===== config.mk =====
export PLATFORM = sky130hd
export DESIGN_NAME = reg_fifo
export DESIGN_NICKNAME = d
export VERILOG_FILES = /design/src/rtl/reg_fifo.sv
export SDC_FILE = /design/constraint.sdc
export NUM_CORES = 1
export LEC_CHECK = 0
export ABC_AREA = 1
export CAP_MARGIN = 10
export CORE_UTILIZATION = 45
export CTS_CLUSTER_DIAMETER = 40
export CTS_CLUSTER_SIZE = 25
export DETAILED_ROUTE_END_ITERATION = 6
export PLACE_DENSITY = 0.71
export SKIP_CTS_REPAIR_TIMING = 1
export SYNTH_ARGS = -nofsm -noshare
export SYNTH_HDL_FRONTEND = slang
export SYNTH_SLANG_ARGS = --single-unit

===== constraint.sdc =====
create_clock -name clk -period 7.5 [get_ports clk]
set_clock_uncertainty 0.15 [all_clocks]
set_input_delay 1.875 -clock clk [delete_from_list [all_inputs] [get_ports clk]]
set_output_delay 1.875 -clock clk [all_outputs]
set_load 0.005 [all_outputs]

===== src/rtl/reg_fifo.sv =====
// reg_fifo: register-based synchronous FIFO with occupancy count and synchronous flush.
// Optional macro REG_FIFO_TRISTATE_EN: drives out through per-bit tri-state buffers gated by out_en.
`default_nettype none

module reg_fifo #(
    parameter int WIDTH = 32,
    parameter int DEPTH = 4
) (
    input  logic                       clk,
    input  logic                       clr,
    input  logic [WIDTH-1:0]           in,
    input  logic                       push,
    input  logic                       pop,
    input  logic                       flush,
    input  logic                       out_en,
    output logic [WIDTH-1:0]           out,
    output logic                       full,
    output logic                       empty,
    output logic [$clog2(DEPTH):0]     count
);

    localparam int             AW       = $clog2(DEPTH);
    localparam logic [AW:0]    CNT_FULL = (AW+1)'(DEPTH);

    logic [WIDTH-1:0] mem [DEPTH];
    logic [AW-1:0]    wr_ptr;
    logic [AW-1:0]    rd_ptr;
    logic [AW:0]      cnt;
    logic             do_push;
    logic             do_pop;
    logic [WIDTH-1:0] head;

    assign full    = (cnt == CNT_FULL);
    assign empty   = (cnt == '0);
    assign count   = cnt;

    // A pop frees a slot in the same cycle, so push at full is allowed alongside it.
    assign do_pop  = pop && !empty;
    assign do_push = push && (!full || do_pop);

    always_ff @(posedge clk or posedge clr) begin
        if (clr) begin
            for (int i = 0; i < DEPTH; i++) begin
                mem[i] <= '0;
            end
            wr_ptr <= '0;
            rd_ptr <= '0;
            cnt    <= '0;
        end else if (flush) begin
            wr_ptr <= '0;
            rd_ptr <= '0;
            cnt    <= '0;
        end else begin
            if (do_push) begin
                mem[wr_ptr] <= in;
                wr_ptr      <= wr_ptr + AW'(1);
            end
            if (do_pop) begin
                rd_ptr <= rd_ptr + AW'(1);
            end
            case ({do_push, do_pop})
                2'b10:   cnt <= cnt + (AW+1)'(1);
                2'b01:   cnt <= cnt - (AW+1)'(1);
                default: cnt <= cnt;
            endcase
        end
    end

    assign head = mem[rd_ptr];

`ifdef REG_FIFO_TRISTATE_EN
    for (genvar b = 0; b < WIDTH; b++) begin : g_tri
        assign out[b] = out_en ? head[b] : 1'bz;
    end
`else
    logic unused_out_en;
    assign unused_out_en = out_en;
    assign out           = head;
`endif

endmodule

`default_nettype wire


==> results.toml, run 1 <==
[grt]
grt_overflow_total = 0
grt_pass1_vias = 4955
grt_pass1_wl_um = 23740
antenna_found_initial = 0
grt_start_max_net_pins = 74
groute.usage.overall = 0.2136

[sta]
fmax_mhz = 212.1
rsz0062_at_grt = "no"
maxSlewViolCount = 0
timing.hold.ws_ns = 0.3242
setup_ws_ns = 2.785
fin_setup_tns_ns = 0
worst_slew_pin_slew_ns = 1.068
hold_viol_final = 0
period_share = 0.6286
min_period_ns = 4.715
setup_viol = 0
relSlewSlack = 0.2869

[logic_synthesis]
yosys.area.top_type = "dfrtp_1"
postSynthCellCount = 685
synth_edf_count = 0
synth-async-reset-ratio = 1.000
syn_nets = 728
seq_area_frac_synth = 0.5498
yosysUniqueCellTypes = 23
postSynthAreaPerCell_um2 = 8.970
synth-seq-cells = 135
yosys.area.top_type_share = 0.5498
synth_common_cells = "nand2_1 (143), dfrtp_1 (135), o21ai_1 (114)"
synthFlopType = "dfrtp_1"
yosys_warnings = 0
syn-cell-area_um2 = 6145
synth_area_leaders = "dfrtp_1 (55%), o21ai_1 (9.3%), nand2_1 (8.7%)"
synth.most_common_cell = "nand2_1"

[route]
drtIter0Drc = 440
drt_wl_total_um = 14250
first_pass_iters = 7
via_count = 4992
ant_nets = 0
drcViolationCount = 1
wl_per_cell_um = 15.38
vias_per_cell = 5.385

[final_layout]
antenna_cells = 0
register_area_um2 = 3379
multi_input_area_um2 = 2251
drive_gt1_frac = 0.08522
design_area_um2 = 7415
fin_util = 0.5577
n_fill_cell = 1181
syn2layout_area_growth_pct = 20.67
final_cell_count_no_fill = 927
nets = 781

[placed_design]
place_area_um2 = 6783
numPortBuffers = 73
pre_cts_ws_ns = 3.258
hpwl_um = 8074
place.gp.congestion = 0.7612
dp.cells = 895

[outcome]
outcome = "finished with violations"
violations = "design-rule violations"

[floorplan]
chipWidth_um = 118.9
start_util = 0.4622
coreArea_um2 = 13300
dieArea_um2 = 14130
die_h_um = 118.9
io_pins = 75
rows = 42

[critical_path]
reg2reg_depth = 12
critPathCapture = "out[7]"
reg2reg_slack_ns = 5.39
worst_setup_path_end_kind = "primary output"
cp_data_arrival_time_ns = 2.69
start_kind = "flop"
reg2reg_from = "count[1]"
crit_type = "reg -> out"
critPathLaunch = "rd_ptr[1]"
required_ns = 5.48
r2r_end = "count[2]"
worstPathMaxFanout = 33

[clock_tree]
cts_tree = "built"
h-tree-depth = 4
clk_path_buf_depth = 2
clk_pin_slew_ns = 0.06
numCtsBuffers = 17
cts-root-buf = "clkbuf_16"
clkLatencyLatePin_ns = 0.40
cts_num_sinks = 135

[power]
powerDensity_nw_per_um2 = 389.4
ir_drop_uv = 224.9
finalPower_mw = 2.887
p_leak_nw = 3.500

[min_path]
worstHoldPathType = "reg -> reg"

[run]
max_cap_violations = 0
[layer usage]
layer	routed length [um]	share of wire	GRT usage	vias to the layer above
li1	-	-	-	2380
met1	6182	0.43	0.2663	2425
met2	7056	0.50	0.3670	171
met3	832	0.058	0.05029	16
met4	182	0.013	0.06646	0
met5	0	0	0	-
[worst max-delay path: stages, from the launching register on]
cell	delay [ns]
dfrtp_1	0.36
buf_4	0.26
inv_1	0.28
buf_4	0.36
o21ai_0	0.14
o22ai_1	0.30
clkdlybuf4s50_1	0.57
[power breakdown]
part / total (mW) / switching (mW) / leakage, nW / internal (mW)
Clock: 0.879 / 0.306 / 0.302 / 0.573
Combinational: 0.881 / 0.448 / 1.46 / 0.433
Sequential: 1.13 / 0.141 / 1.74 / 0.986
[state kept, by name (all words and copies together), names as in the netlist]
| name | cells |
|---|---|
| rd_ptr | 2 |
| mem | 128 |
| count | 3 |
| wr_ptr | 2 |
[cell usage in the layout (no fill, tap or decap), types with 2 or more instances in the layout]
master / netlist / layout
clkinv_2: 0 / 3
nor2_2: 2 / 2
o21ai_0: 67 / 67
clkbuf_16: 0 / 17
clkinvlp_4: 0 / 3
o22ai_1: 32 / 32
ha_1: 4 / 4
o21ai_2: 16 / 16
clkinv_4: 0 / 2
bufinv_16: 0 / 4
inv_1: 44 / 43
dfrtp_1: 135 / 134
clkdlybuf4s50_1: 0 / 73
buf_4: 0 / 4
nand2_1: 143 / 143
nand2_4: 5 / 5
nor2_1: 67 / 67
nand3_1: 2 / 2
a21oi_1: 4 / 4
clkbuf_8: 0 / 2
o21ai_1: 114 / 114
[area by class of cell]
cell class,count,area share
clock buffers,20,0.06159
clock inverters,12,0.02362
inverters,45,0.02312
multi-input cells,462,0.3036
flip-flops and latches,135,0.4558
well taps,176,0.02970
repair buffers,77,0.1026
[cells by family (layout without fill, tap and decap cells)]
| kind of cell | after synthesis | after routing | share of synthesized area |
|---|---|---|---|
| compound gates | 233 | 233 | 0.2061 |
| simple gates | 224 | 224 | 0.1488 |
| flops | 135 | 135 | 0.5498 |
| buf+inv | 88 | 154 | 0.08389 |
| fa+ha+maj | 5 | 5 | 0.01140 |
[how the worst min path moves through the flow]
stage | startpoint | end | slack, ns | cells after the start
6_report | mem[35] | mem[35] | 0.32 | 2
5_1_grt | mem[32] | mem[32] | 0.35 | 2
4_1_cts | mem[35] | mem[35] | 0.33 | 2
3_5_place_dp | mem[35] | mem[35] | 0.31 | 2
3_3_place_gp | mem[40] | mem[40] | 0.31 | 2
2_1_floorplan | mem[32] | mem[32] | 0.30 | 2
Note: power is estimated with default switching activity, not from simulation.
==> run 2: changes to the inputs <==
- PLACE_DENSITY: 0.71 -> 0.73
- clock period: 7.5 -> 4.2 ns (I/O delays scaled with it)
==> results.toml, run 2 (synthesis results as in run 1) <==
[critical_path]
crit_type = "reg -> out"
path_cells = "inv_2, buf_4, o21ai_0, o22ai_1, clkdlybuf4s50_1"
cpPeakStageDelay_ns = 0.63
worst_setup_path_end_kind = "primary output"
start_kind = "flop"
required_ns = 3.00
critPathSlowestCell = "dfrtp_2"
path_delay_family = "buffers and inverters"
worstPathMaxFanout = 33
cp_data_arrival_time_ns = 2.64
worst-path-buf-inv = 3

[route]
maxUsedRoutingLayer = "met4"
wl_met3_um = 753
vias_per_cell = 5.369
drt_wl_total_um = 14000
wl_met1_um = 6414
via_count = 5009
ant_nets = 0
wl_per_cell_um = 15.00
wl_met2_um = 6610
first_pass_iters = 5
drtIter0Drc = 414
drcViolationCount = 0

[placed_design]
place.gp.congestion = 0.7317
numPortBuffers = 73
hpwl_um = 8374
dp.cells = 901
pre_cts_ws_ns = 0.7978

[clock_tree]
clk_pin_slew_ns = 0.06
cts_tree = "built"
cts_num_sinks = 135
clkLatencyLatePin_ns = 0.41
h-tree-depth = 4
numCtsBuffers = 17
clk_path_buf_depth = 2
cts-root-buf = "clkbuf_16"

[sta]
min_period_ns = 3.841
setup_ws_ns = 0.3590
maxSlewViolCount = 0
setup_viol = 0
worst_slew_pin_slew_ns = 0.8322
fin_setup_tns_ns = 0
relSlewSlack = 0.4452
hold_viol_final = 0
period_share = 0.9145
fmax_mhz = 260.4
rsz0062_at_grt = "no"

[final_layout]
antenna_cells = 0
nets = 787
mostFrequentLayoutCell = "nand2_1"
largest_reg_flops = 128
top_register = "mem"
final_cell_mix = "nand2_1 (143), dfrtp_1 (134), o21ai_1 (114)"
n_fill_cell = 1143
final_cell_count_no_fill = 933
syn2layout_area_growth_pct = 21.81
fin_util = 0.5630
drive_gt1_frac = 0.09247

[power]
netSwitchingFraction = 0.3045
power_frac_clock = 0.312
p_comb_frac = 0.296
power_switching_mw = 1.588
p_leak_nw = 3.541
powerDensity_nw_per_um2 = 696.9
ir_drop_uv = 396.6
intPower_mw = 3.628
seq_power_share = 0.392

[grt]
grt_overflow_total = 0
antenna_found_initial = 0
grt_pass1_wl_um = 23960
groute.usage.overall = 0.2167
grt_pass1_vias = 4866
grt_start_max_net_pins = 65

[floorplan]
dieArea_um2 = 14130
io_pins = 75
start_util = 0.4622
coreArea_um2 = 13300
rows = 42
chipWidth_um = 118.9
die_h_um = 118.9

[min_path]
worstHoldPathType = "reg -> reg"

[run]
max_cap_violations = 0

[outcome]
outcome = "finished clean"
==> run 2: cell types whose count changed in the layout (fill, tap and decap cells not counted) <==
cell,previous run,this run
clkinv_4,2,3
clkinvlp_4,3,2
inv_4,1,0
buf_4,4,10
bufinv_16,4,5
==> run 2: layer usage <==
layer,GRT usage,vias to the layer above
li1,-,2404
met1,0.2928,2416
met2,0.3425,165
met3,0.05125,24
met4,0.07595,0
met5,0,-
==> run 2: worst paths after layout <==
| kind | startpoint | to | slack (ns) | depth (start not counted) |
|---|---|---|---|---|
| max | rd_ptr[0] | out[28] | 0.36 | 5 |
| min | mem[32] | mem[32] | 0.33 | 2 |
| max reg2reg | count[1] | count[2] | 2.09 | 12 |
| min reg2reg | mem[32] | mem[32] | 0.33 | 2 |
| max in group asynchronous | clr | rd_ptr[0] | 2.16 | 3 |
| min in group asynchronous | clr | mem[5] | 0.76 | 2 |
==> run 2: layout make-up <==
class | count | area [um2] | area share
Clock buffer | 20 | 456.7 | 0.06102
Clock inverter | 12 | 198.9 | 0.02658
Inverter | 45 | 172.7 | 0.02307
Multi-Input combinational cell | 462 | 2251 | 0.3007
Sequential cell | 135 | 3379 | 0.4515
Tap cell | 176 | 220.2 | 0.02942
Timing Repair Buffer | 83 | 805.8 | 0.1077
==> run 2: per-stage QoR <==
step | hold WS (ns) | cell area, um2 | total power [mW]
after floorplan | 0.2996 | 6148 | 2.902
after global placement | 0.3083 | 6829 | 3.521
after detailed placement | 0.3124 | 6829 | 3.598
after CTS | 0.3270 | 7485 | 5.258
after global routing | 0.3477 | 7485 | 5.539
final | 0.3271 | 7485 | 5.216
==> run 2: worst register-to-register path: stages, from the launching register on <==
cell and delay [ns]:
dfrtp_1 0.44, nor2_2 0.19, nand2_1 0.11, nand3_1 0.13, inv_1 0.06, fa_1 0.39, nand2_1 0.07, inv_1 0.04
nor2_1 0.11, inv_1 0.05, nand2_1 0.06, nand3_1 0.08, o21ai_0 0.15
==> run 2: power groups by stage <==
stage / logic, mW / registers [mW] / clock network (mW)
final: 1.54 / 2.04 / 1.63
after global routing: 1.74 / 2.10 / 1.70
after CTS: 1.56 / 2.04 / 1.66
after detailed placement: 1.54 / 2.05 / 0
after global placement: 1.49 / 2.03 / 0
after floorplan: 0.940 / 1.96 / 0
==> run 3: changes to the inputs <==
- ABC_AREA: 1 -> not set
- MAX_ROUTING_LAYER: not set -> met4
==> results.toml, run 3 <==
[clock_tree]
cts_num_sinks = 135
clk_path_buf_depth = 2
clk_pin_slew_ns = 0.06
cts-root-buf = "clkbuf_16"
h-tree-depth = 4
clkLatencyLatePin_ns = 0.42
cts_tree = "built"
numCtsBuffers = 17

[logic_synthesis]
synth_area_leaders = "dfrtp_1 (55%), mux2_2 (24%), mux4_2 (12%)"
syn_nets = 408
yosys.area.top_type = "dfrtp_1"
synthFlopType = "dfrtp_1"
synth.most_common_cell = "dfrtp_1"
yosys_warnings = 0
seq_area_frac_synth = 0.5549
yosysUniqueCellTypes = 29
synth-seq-cells = 135
synth_common_cells = "dfrtp_1 (135), mux2_2 (129), mux4_2 (32)"
postSynthAreaPerCell_um2 = 16.68
synth-async-reset-ratio = 1.000
synth_edf_count = 0
syn-cell-area_um2 = 6088
yosys.area.top_type_share = 0.5549
postSynthCellCount = 365

[grt]
grt_pass1_vias = 3844
antenna_found_initial = 0
groute.usage.overall = 0.1982
grt_overflow_total = 0
grt_start_max_net_pins = 72
grt_pass1_wl_um = 20230

[placed_design]
numPortBuffers = 73
place.gp.congestion = 0.7626
place_area_um2 = 7033
hpwl_um = 7556

[sta]
rsz0062_at_grt = "no"
fin_setup_tns_ns = 0
relSlewSlack = 0.4226
worst_slew_pin_slew_ns = 0.8652
fmax_mhz = 285.3
min_period_ns = 3.506
setup_viol = 0
maxSlewViolCount = 0
hold_viol_final = 0
period_share = 0.8347

[power]
p_leak_nw = 3.210
ir_drop_uv = 329.9
powerDensity_nw_per_um2 = 671.6

[critical_path]
cpPeakStageDelay_ns = 0.71
cp_data_arrival_time_ns = 2.31
reg2reg_depth = 7
reg2reg_from = "count[1]"
worst_setup_path_end_kind = "primary output"
path_cells = "buf_4, mux4_2, clkdlybuf4s50_1"
path_delay_family = "buffers and inverters"
required_ns = 3.00
start_kind = "flop"
worstPathMaxFanout = 19
critPathSlowestCell = "dfrtp_2"
crit_type = "reg -> out"
reg2reg_slack_ns = 1.24
worst-path-buf-inv = 2
r2r_end = "count[2]"

[route]
drtIter0Drc = 132
wl_per_cell_um = 18.92
ant_nets = 0
first_pass_iters = 4
via_count = 3441
vias_per_cell = 5.427
drcViolationCount = 0
drt_wl_total_um = 12000

[final_layout]
drive_gt1_frac = 0.4672
top_register = "mem"
n_fill_cell = 1041
nets = 488
mostFrequentLayoutCell = "dfrtp_1"
largest_reg_flops = 128
antenna_cells = 0
final_cell_mix = "dfrtp_1 (133), mux2_2 (129), clkdlybuf4s50_1 (73)"
design_area_um2 = 7684
fin_util = 0.5802
syn2layout_area_growth_pct = 26.20

[min_path]
whs_endpoint = "mem[74]"
min-delay-start = "mem[74]"
hold_depth = 1
worstHoldPathType = "reg -> reg"

[floorplan]
chipWidth_um = 118.3
dieArea_um2 = 14000
coreArea_um2 = 13240
io_pins = 75
die_h_um = 118.3
start_util = 0.4598
rows = 42

[run]
max_cap_violations = 0

[outcome]
outcome = "finished clean"
## run 3: cell types whose count changed in the layout (fill, tap and decap cells not counted), sizes merged, moves of 4 or more
cell / change
mux4: +32
inv: -36
mux2: +129
o22ai: -32
a21oi: -4
nor3b: +5
o21ai: -196
nor2: -61
nand2: -146
## run 3: where the power goes
group	switching, mW	total [mW]	internal, mW
clock	0.562	1.62	1.06
sequential	0.266	2.05	1.79
combinational	0.463	1.49	1.02
total	1.29	5.16	3.87
## run 3: area by class of cell
class	count	area [um2]	share of cell area
sequential	135	3381	0.4400
multi-input combinational	201	2530	0.3293
timing repair buffer	84	875.8	0.1140
clock buffer	18	429.2	0.05585
clock inverter	14	221.5	0.02882
tap	176	220.2	0.02866
inverter	6	26.28	0.003420
## run 3: logic make-up after synthesis
logic type	Yosys count	synth area share
flops	135	0.5549
xor+xnor	3	0.004316
buf+inv	29	0.03370
fa+ha+maj	5	0.01151
compound gates	9	0.01418
simple gates	22	0.02281
mux	162	0.3586
## run 3: worst max-delay path by stage
stage                         start        to  slack [ns]  cells past startpoint
after floorplan                 pop  count[2]        1.22                      6
after global placement          pop  mem[102]        0.51                      5
after detailed placement        pop   mem[97]        0.45                      5
after CTS                 rd_ptr[1]    out[3]        0.64                      3
after global routing      rd_ptr[1]    out[3]        0.60                      3
final                     rd_ptr[1]    out[3]        0.69                      3
## run 3: routing by layer
layer / up-vias / wire length (um) / track usage
met5: - / 0 / -
met4: 0 / 246 / 0.08093
met3: 26 / 520 / 0.05550
met2: 78 / 5961 / 0.3085
met1: 1815 / 5268 / 0.2448
li1: 1522 / - / -
## run 3: stage by stage
step | hold WS (ns) | instances | setup slack [ns] | power (mW)
after global placement | 0.3329 | 602 | 0.5065 | 3.477
after detailed placement | 0.3403 | 602 | 0.4533 | 3.573
final | 0.3506 | 634 | 0.6944 | 5.161
after floorplan | 0.3251 | 365 | 1.225 | 2.920
after global routing | 0.3641 | 634 | 0.5964 | 5.435
after CTS | 0.3536 | 634 | 0.6390 | 5.229
